==> src/rtl/fetch_pkg.sv <==
// Shared types and constants for the instruction fetch path.
// Latency: n/a (declarations only).
// Backpressure: n/a.
package fetch_pkg;

    localparam int XLEN       = 32;
    localparam int INST_WIDTH = 32;

    localparam logic [XLEN-1:0] DEFAULT_RESET_PC = 32'h0040_0000;

    // One buffered fetch result: the word and the address it came from.
    typedef struct packed {
        logic [XLEN-1:0]       pc;
        logic [INST_WIDTH-1:0] inst;
    } fetch_entry_t;

endpackage

==> src/rtl/fetch_fifo.sv <==
// Synchronous FIFO of fetch_entry_t with flush; pointers carry an extra wrap MSB.
// Latency: a pushed entry is visible at the head on the cycle after the push.
// Backpressure: push is dropped when full unless a pop happens in the same cycle.
//
// Ports: clock/reset_n, push/push_dat, pop, flush (empties, wins over push),
//        head_dat (oldest entry), full, empty, count (occupancy).
module fetch_fifo
    import fetch_pkg::*;
#(
    parameter int DEPTH = 4,
    localparam int AW   = $clog2(DEPTH)
) (
    input  logic          clock,
    input  logic          reset_n,
    input  logic          push,
    input  fetch_entry_t  push_dat,
    input  logic          pop,
    input  logic          flush,
    output fetch_entry_t  head_dat,
    output logic          full,
    output logic          empty,
    output logic [AW:0]   count
);

    localparam logic [AW:0] PTR_ONE = 1;

    logic [AW:0]  wr_ptr;
    logic [AW:0]  rd_ptr;
    logic         do_push;
    logic         do_pop;
    fetch_entry_t mem [DEPTH];

    assign empty = (wr_ptr == rd_ptr);
    // Same slot index but opposite lap bit means the writer is a full lap ahead.
    assign full  = (wr_ptr[AW] != rd_ptr[AW]) && (wr_ptr[AW-1:0] == rd_ptr[AW-1:0]);
    assign count = wr_ptr - rd_ptr;

    assign do_pop  = pop && !empty;
    // A pop frees the slot in the same cycle, so push-while-full is legal then.
    assign do_push = push && (!full || do_pop);

    always_ff @(posedge clock or negedge reset_n) begin
        if (!reset_n) begin
            wr_ptr <= '0;
            rd_ptr <= '0;
        end else if (flush) begin
            wr_ptr <= '0;
            rd_ptr <= '0;
        end else begin
            if (do_push) wr_ptr <= wr_ptr + PTR_ONE;
            if (do_pop)  rd_ptr <= rd_ptr + PTR_ONE;
        end
    end

    // Storage needs no reset: the pointers decide what is valid.
    always_ff @(posedge clock) begin
        if (do_push && !flush) begin
            mem[wr_ptr[AW-1:0]] <= push_dat;
        end
    end

    assign head_dat = mem[rd_ptr[AW-1:0]];

endmodule

==> src/rtl/instruction_fetch_queue.sv <==
// Fetch stage: owns the PC, issues in-order word requests, buffers PC-tagged words for decode.
// Latency: response -> out_valid one cycle later; first request the cycle reset_n deasserts.
// Backpressure: FIFO occupancy + outstanding requests capped at DEPTH, so responses never overflow.
//
// Ports: clock, reset_n (async, active-low);
//        imem_req_valid/ready/addr  word fetch request (addr held while stalled);
//        imem_rsp_valid/data        in-order response, one per accepted request;
//        redirect_valid/pc          flush and restart fetch at redirect_pc & ~3;
//        out_valid/ready/inst/pc    head entry to the decoder.
module instruction_fetch_queue
    import fetch_pkg::*;
#(
    parameter logic [XLEN-1:0] RESET_PC = DEFAULT_RESET_PC,
    parameter int              DEPTH    = 4
) (
    input  logic                  clock,
    input  logic                  reset_n,
    output logic                  imem_req_valid,
    input  logic                  imem_req_ready,
    output logic [XLEN-1:0]       imem_req_addr,
    input  logic                  imem_rsp_valid,
    input  logic [INST_WIDTH-1:0] imem_rsp_data,
    input  logic                  redirect_valid,
    input  logic [XLEN-1:0]       redirect_pc,
    output logic                  out_valid,
    input  logic                  out_ready,
    output logic [INST_WIDTH-1:0] out_inst,
    output logic [XLEN-1:0]       out_pc
);

    localparam int              CW      = $clog2(DEPTH) + 1;
    localparam logic [CW-1:0]   CNT_ONE = 1;
    localparam logic [CW:0]     DEPTH_W = DEPTH[CW:0];
    localparam logic [XLEN-1:0] PC_STEP = 4;

    logic [XLEN-1:0] fetch_pc;
    logic [XLEN-1:0] resp_pc;
    logic [XLEN-1:0] redirect_target;
    logic [CW-1:0]   outstanding;
    logic [CW-1:0]   outstanding_nxt;
    logic [CW-1:0]   discard;
    logic [CW-1:0]   discard_nxt;
    logic [CW-1:0]   occupancy;
    logic            req_acc;
    logic            rsp_push;
    logic            out_pop;
    logic            fifo_full;
    logic            fifo_empty;
    fetch_entry_t    push_dat;
    fetch_entry_t    head_dat;

    assign redirect_target = {redirect_pc[XLEN-1:2], 2'b00};

    // Credit check: every outstanding request already owns a FIFO slot.
    // reset_n gates the request so it drops the moment reset asserts.
    assign imem_req_valid = reset_n && !redirect_valid &&
                            (({1'b0, occupancy} + {1'b0, outstanding}) < DEPTH_W);
    assign imem_req_addr  = fetch_pc;
    assign req_acc        = imem_req_valid && imem_req_ready;

    // Responses while discarding, or in a redirect cycle, belong to the old stream.
    assign rsp_push = imem_rsp_valid && (discard == '0) && !redirect_valid;
    assign out_pop  = out_valid && out_ready;

    assign push_dat.pc   = resp_pc;
    assign push_dat.inst = imem_rsp_data;

    always_comb begin
        outstanding_nxt = outstanding;
        if (req_acc)        outstanding_nxt = outstanding_nxt + CNT_ONE;
        if (imem_rsp_valid) outstanding_nxt = outstanding_nxt - CNT_ONE;

        // Everything still in flight after a redirect is stale, including
        // responses already owed to an earlier, undrained redirect.
        discard_nxt = discard;
        if (redirect_valid) begin
            discard_nxt = outstanding_nxt;
        end else if (imem_rsp_valid && (discard != '0)) begin
            discard_nxt = discard - CNT_ONE;
        end
    end

    always_ff @(posedge clock or negedge reset_n) begin
        if (!reset_n) begin
            fetch_pc    <= RESET_PC;
            resp_pc     <= RESET_PC;
            outstanding <= '0;
            discard     <= '0;
        end else begin
            outstanding <= outstanding_nxt;
            discard     <= discard_nxt;

            if (redirect_valid) begin
                fetch_pc <= redirect_target;
            end else if (req_acc) begin
                fetch_pc <= fetch_pc + PC_STEP;
            end

            // resp_pc only follows kept responses: after a redirect the first
            // kept response is always the one requested at the new target.
            if (redirect_valid) begin
                resp_pc <= redirect_target;
            end else if (rsp_push) begin
                resp_pc <= resp_pc + PC_STEP;
            end
        end
    end

    fetch_fifo #(
        .DEPTH (DEPTH)
    ) u_fifo (
        .clock    (clock),
        .reset_n  (reset_n),
        .push     (rsp_push),
        .push_dat (push_dat),
        .pop      (out_pop),
        .flush    (redirect_valid),
        .head_dat (head_dat),
        .full     (fifo_full),
        .empty    (fifo_empty),
        .count    (occupancy)
    );

    assign out_valid = !fifo_empty;
    // Zero the payload when nothing is valid so idle outputs are deterministic.
    assign out_inst  = fifo_empty ? '0 : head_dat.inst;
    assign out_pc    = fifo_empty ? '0 : head_dat.pc;

endmodule
==> config.mk <==
export PLATFORM = sky130hd
export DESIGN_NAME = instruction_fetch_queue
export DESIGN_NICKNAME = d
export VERILOG_FILES = /design/src/rtl/fetch_pkg.sv /design/src/rtl/fetch_fifo.sv /design/src/rtl/instruction_fetch_queue.sv
export SDC_FILE = /design/constraint.sdc
export NUM_CORES = 1
export LEC_CHECK = 0
export CAP_MARGIN = 0
export CELL_PAD_IN_SITES_DETAIL_PLACEMENT = 0
export CELL_PAD_IN_SITES_GLOBAL_PLACEMENT = 1
export CORE_ASPECT_RATIO = 2
export CORE_MARGIN = 5
export CORE_UTILIZATION = 33
export DETAILED_ROUTE_END_ITERATION = 8
export PLACE_DENSITY_LB_ADDON = 0.1
export SYNTH_ARGS = -nofsm -noshare
export SYNTH_HDL_FRONTEND = slang
export SYNTH_SLANG_ARGS = --single-unit
==> constraint.sdc <==
create_clock -name clock -period 4.1 [get_ports clock]
set_input_delay 0.615 -clock clock [delete_from_list [all_inputs] [get_ports clock]]
set_output_delay 0.615 -clock clock [all_outputs]
set_load 0.02 [all_outputs]
==> impl_metrics.ini <==
[floorplan]
core_area_um2 = 41120
die_height_um = 298.2
num_io_pins = 168
rows = 105
die_w_um = 154.1
initial_core_util_pct = 33.33
die_area_um2 = 45960

[timing]
worstMarginPinSlew_ns = 1.125
maxSlewViolCount = 0
skew_ns = 0.01600
fmax_mhz = 265.3
hold_viol = 0
slew_headroom_pct = 24.76
finalSetupViolCount = 0
min_period_ns = 3.770
fin_crit_sh_pct = 91.95
setup_tns_ns = 0
hold_ws_ns = 0.1803
grt_setup_unrepaired = false

[routing]
vias_per_cell = 4.975
avgRoutedWirePerCell_um = 21.69
first_pass_iters = 4
drc = 0
num_vias = 8014
drtAntennaViolNets = 0
first_iter_violations = 386
routed_wl_mm = 34.94

[logic_synthesis]
synth-simple-area-share_pct = 10.54
syn_avg_cell_area_um2 = 15.79
ys_types = 58
synth_xor_area_share_pct = 2.684
syn_area_um2 = 13710
synth_cells = 868
synth-compound-area-share_pct = 3.825
synth.area.top_cells = edfxtp_1, dfrtp_1, mux4_2
synth_edf_count = 248
synth_ff_type = edfxtp_1
synthAdderAreaFrac_pct = 1.515
synth_top_area_cell = edfxtp_1
synth_seq_cells = 320
synth_mux_area_share_pct = 11.92
synth_top_area_share_pct = 54.33
ys_seq_area_share_pct = 67.49
async_flop_share_pct = 22.50
yosysWarnings = 0
synth_top_family_by_area = multiplexers

[setup_path]
worst_setup_path_start_kind = flip-flop
worstPathRequired_ns = 3.48
end_kind = output port
cp_data_arrival_time_ns = 3.15
startpoint = u_fifo.rd_ptr[1]
r2r-start = u_fifo.wr_ptr[0]
cp_max_fo = 43
path_class = reg2out

[grt]
grt-ovfl-total = 0
grt_pass1_wl_mm = 53.06
grt_pass1_vias = 8602
grt_usage_pct = 15.05
antenna_found_initial = 0
grt_max_degree = 66

[power]
p_per_area_nw_per_um2 = 482.9
vdd_drop_max_mv = 0.2709
switching_share_pct = 26.98
switching_power_w = 0.002232
leakage_nw = 5.742
power.internal_w = 0.006041
seqPwrFrac_pct = 46.5
p_comb_share_pct = 20.2
pwr-share-clk_pct = 33.3

[finish]
postLayoutCoreUtil_pct = 41.66
drive_gt1_share_pct = 15.80
nFillCells = 3857
area_growth_pct = 24.97
regArea_um2 = 9256
stdcell_count = 1611
antennaDiodeCount = 0
multi_input_area_um2 = 4199
final_net_count = 1139

[clocking]
cts_hold_repair.buffers = 0
tritoncts = built
cts_num_sinks = 320
clk_path_buf_depth = 3
cts_made_buffers = 30
h-tree-depth = 1
insertion_delay_ns = 0.56
postCtsSetupBuffers = 0
root_buffer = clkbuf_16
clkSlewWorstSetupHoldPaths_ns = 0.07
cts.repair.resized = 0

[worst_hold_path]
hold_path_class = in2async

[flow_run]
cap_violations = 0

[place]
placed_cells = 1556
place.gp.congestion = 0.7945
port_buffers = 161
dp_hpwl_mm = 23.68

[outcome]
outcome = finished clean
## Yosys cell counts (16+ instances only)
library cell / count
xor2_1: 25
mux4_2: 62
nand4_1: 27
inv_1: 16
dfrtp_1: 70
nand2_1: 66
clkbuf_1: 25
nor2_1: 29
o21ai_0: 34
nand3_1: 25
and2_1: 70
xnor2_1: 17
edfxtp_1: 248
## cell families after synthesis
kind of cell	after synthesis
xor gates and xnor gates	42
muxes	84
buffers and inverters	60
AOI/OAI and AO/OA	81
adders and majority gates	16
other	1
and+or+nand+nor	264
DFF	320
## metal layers
layer  vias up  GRT usage (%)  wire, um
met2       225          28.83     19240
met3        46          2.527      1680
met4         0          5.578      1222
met1      4038          16.29     12800
met5         -              0         0
li1       3705              -         -
## sequential cells by signal (all words and copies together), names as in the netlist
signal / cells
u_fifo.rd_ptr: 3
u_fifo.wr_ptr: 3
resp_pc: 30
u_fifo.mem: 248
imem_req_addr: 30
discard: 3
outstanding: 3
## power groups by stage
stage                     Clock, W  Combinational, W  Sequential, W
after floorplan                  0          0.000942        0.00390
after global placement           0           0.00172        0.00391
after detailed placement         0           0.00173        0.00391
after CTS                  0.00286           0.00173        0.00385
after global routing       0.00298           0.00182        0.00387
final                      0.00276           0.00167        0.00385
## metrics by stage
stage / area (um^2) / total power [W] / setup WS (ns)
floorplan: 13720 / 0.004841 / 0.02091
global placement: 16170 / 0.005630 / 0.5818
detailed placement: 16170 / 0.005639 / 0.5125
CTS: 17130 / 0.008439 / 0.2081
global route: 17130 / 0.008678 / 0.1716
finish: 17130 / 0.008272 / 0.3302
## placed cells by master (no fill, tap or decap), drive strengths merged, types with 3 or more instances in the layout
cell type / count
edfxtp: 248
clkdlybuf4s50: 158
dfrtp: 70
and2: 70
nand2: 66
mux4: 62
clkbuf: 40
buf: 35
o21ai: 34
nor2: 29
nand4: 27
nand3: 26
xor2: 25
xnor2: 17
inv: 16
ha: 15
mux2: 14
clkinv: 13
nor3: 12
nor4: 9
mux2i: 8
a31oi: 8
a21oi: 8
o311ai: 8
o211ai: 7
nand2b: 5
conb: 4
and3b: 3
and4: 3
and3: 3
o221a: 3
bufinv: 3
## critical path, cell delays in order (launching register included)
cell             delay (ns)
dfrtp_2                0.36
buf_4                  0.56
buf_4                  0.46
mux4_2                 0.43
and2_1                 0.19
clkdlybuf4s50_1        0.53
## worst paths after layout
path | to | slack (ns) | cells after the start
max in group asynchronous | u_fifo.rd_ptr[0] | 2.86 | 3
min in group clock | u_fifo.rd_ptr[1] | 0.42 | 2
max reg2reg | imem_req_addr[31] | 0.58 | 11
min reg2reg | imem_req_addr[25] | 0.56 | 1
min | imem_req_addr[15] | 0.18 | 2
max | out_pc[6] | 0.33 | 5
## area by class of cell
type                       count  area share (%)
tap                          535           3.908
clock inverter                15          0.8839
inverter                      17          0.3725
multi-input combinational    491           24.51
clock buffer                  40           4.726
sequential                   320           54.04
timing repair buffer         193           11.56
(Power assumes the default switching activity.)
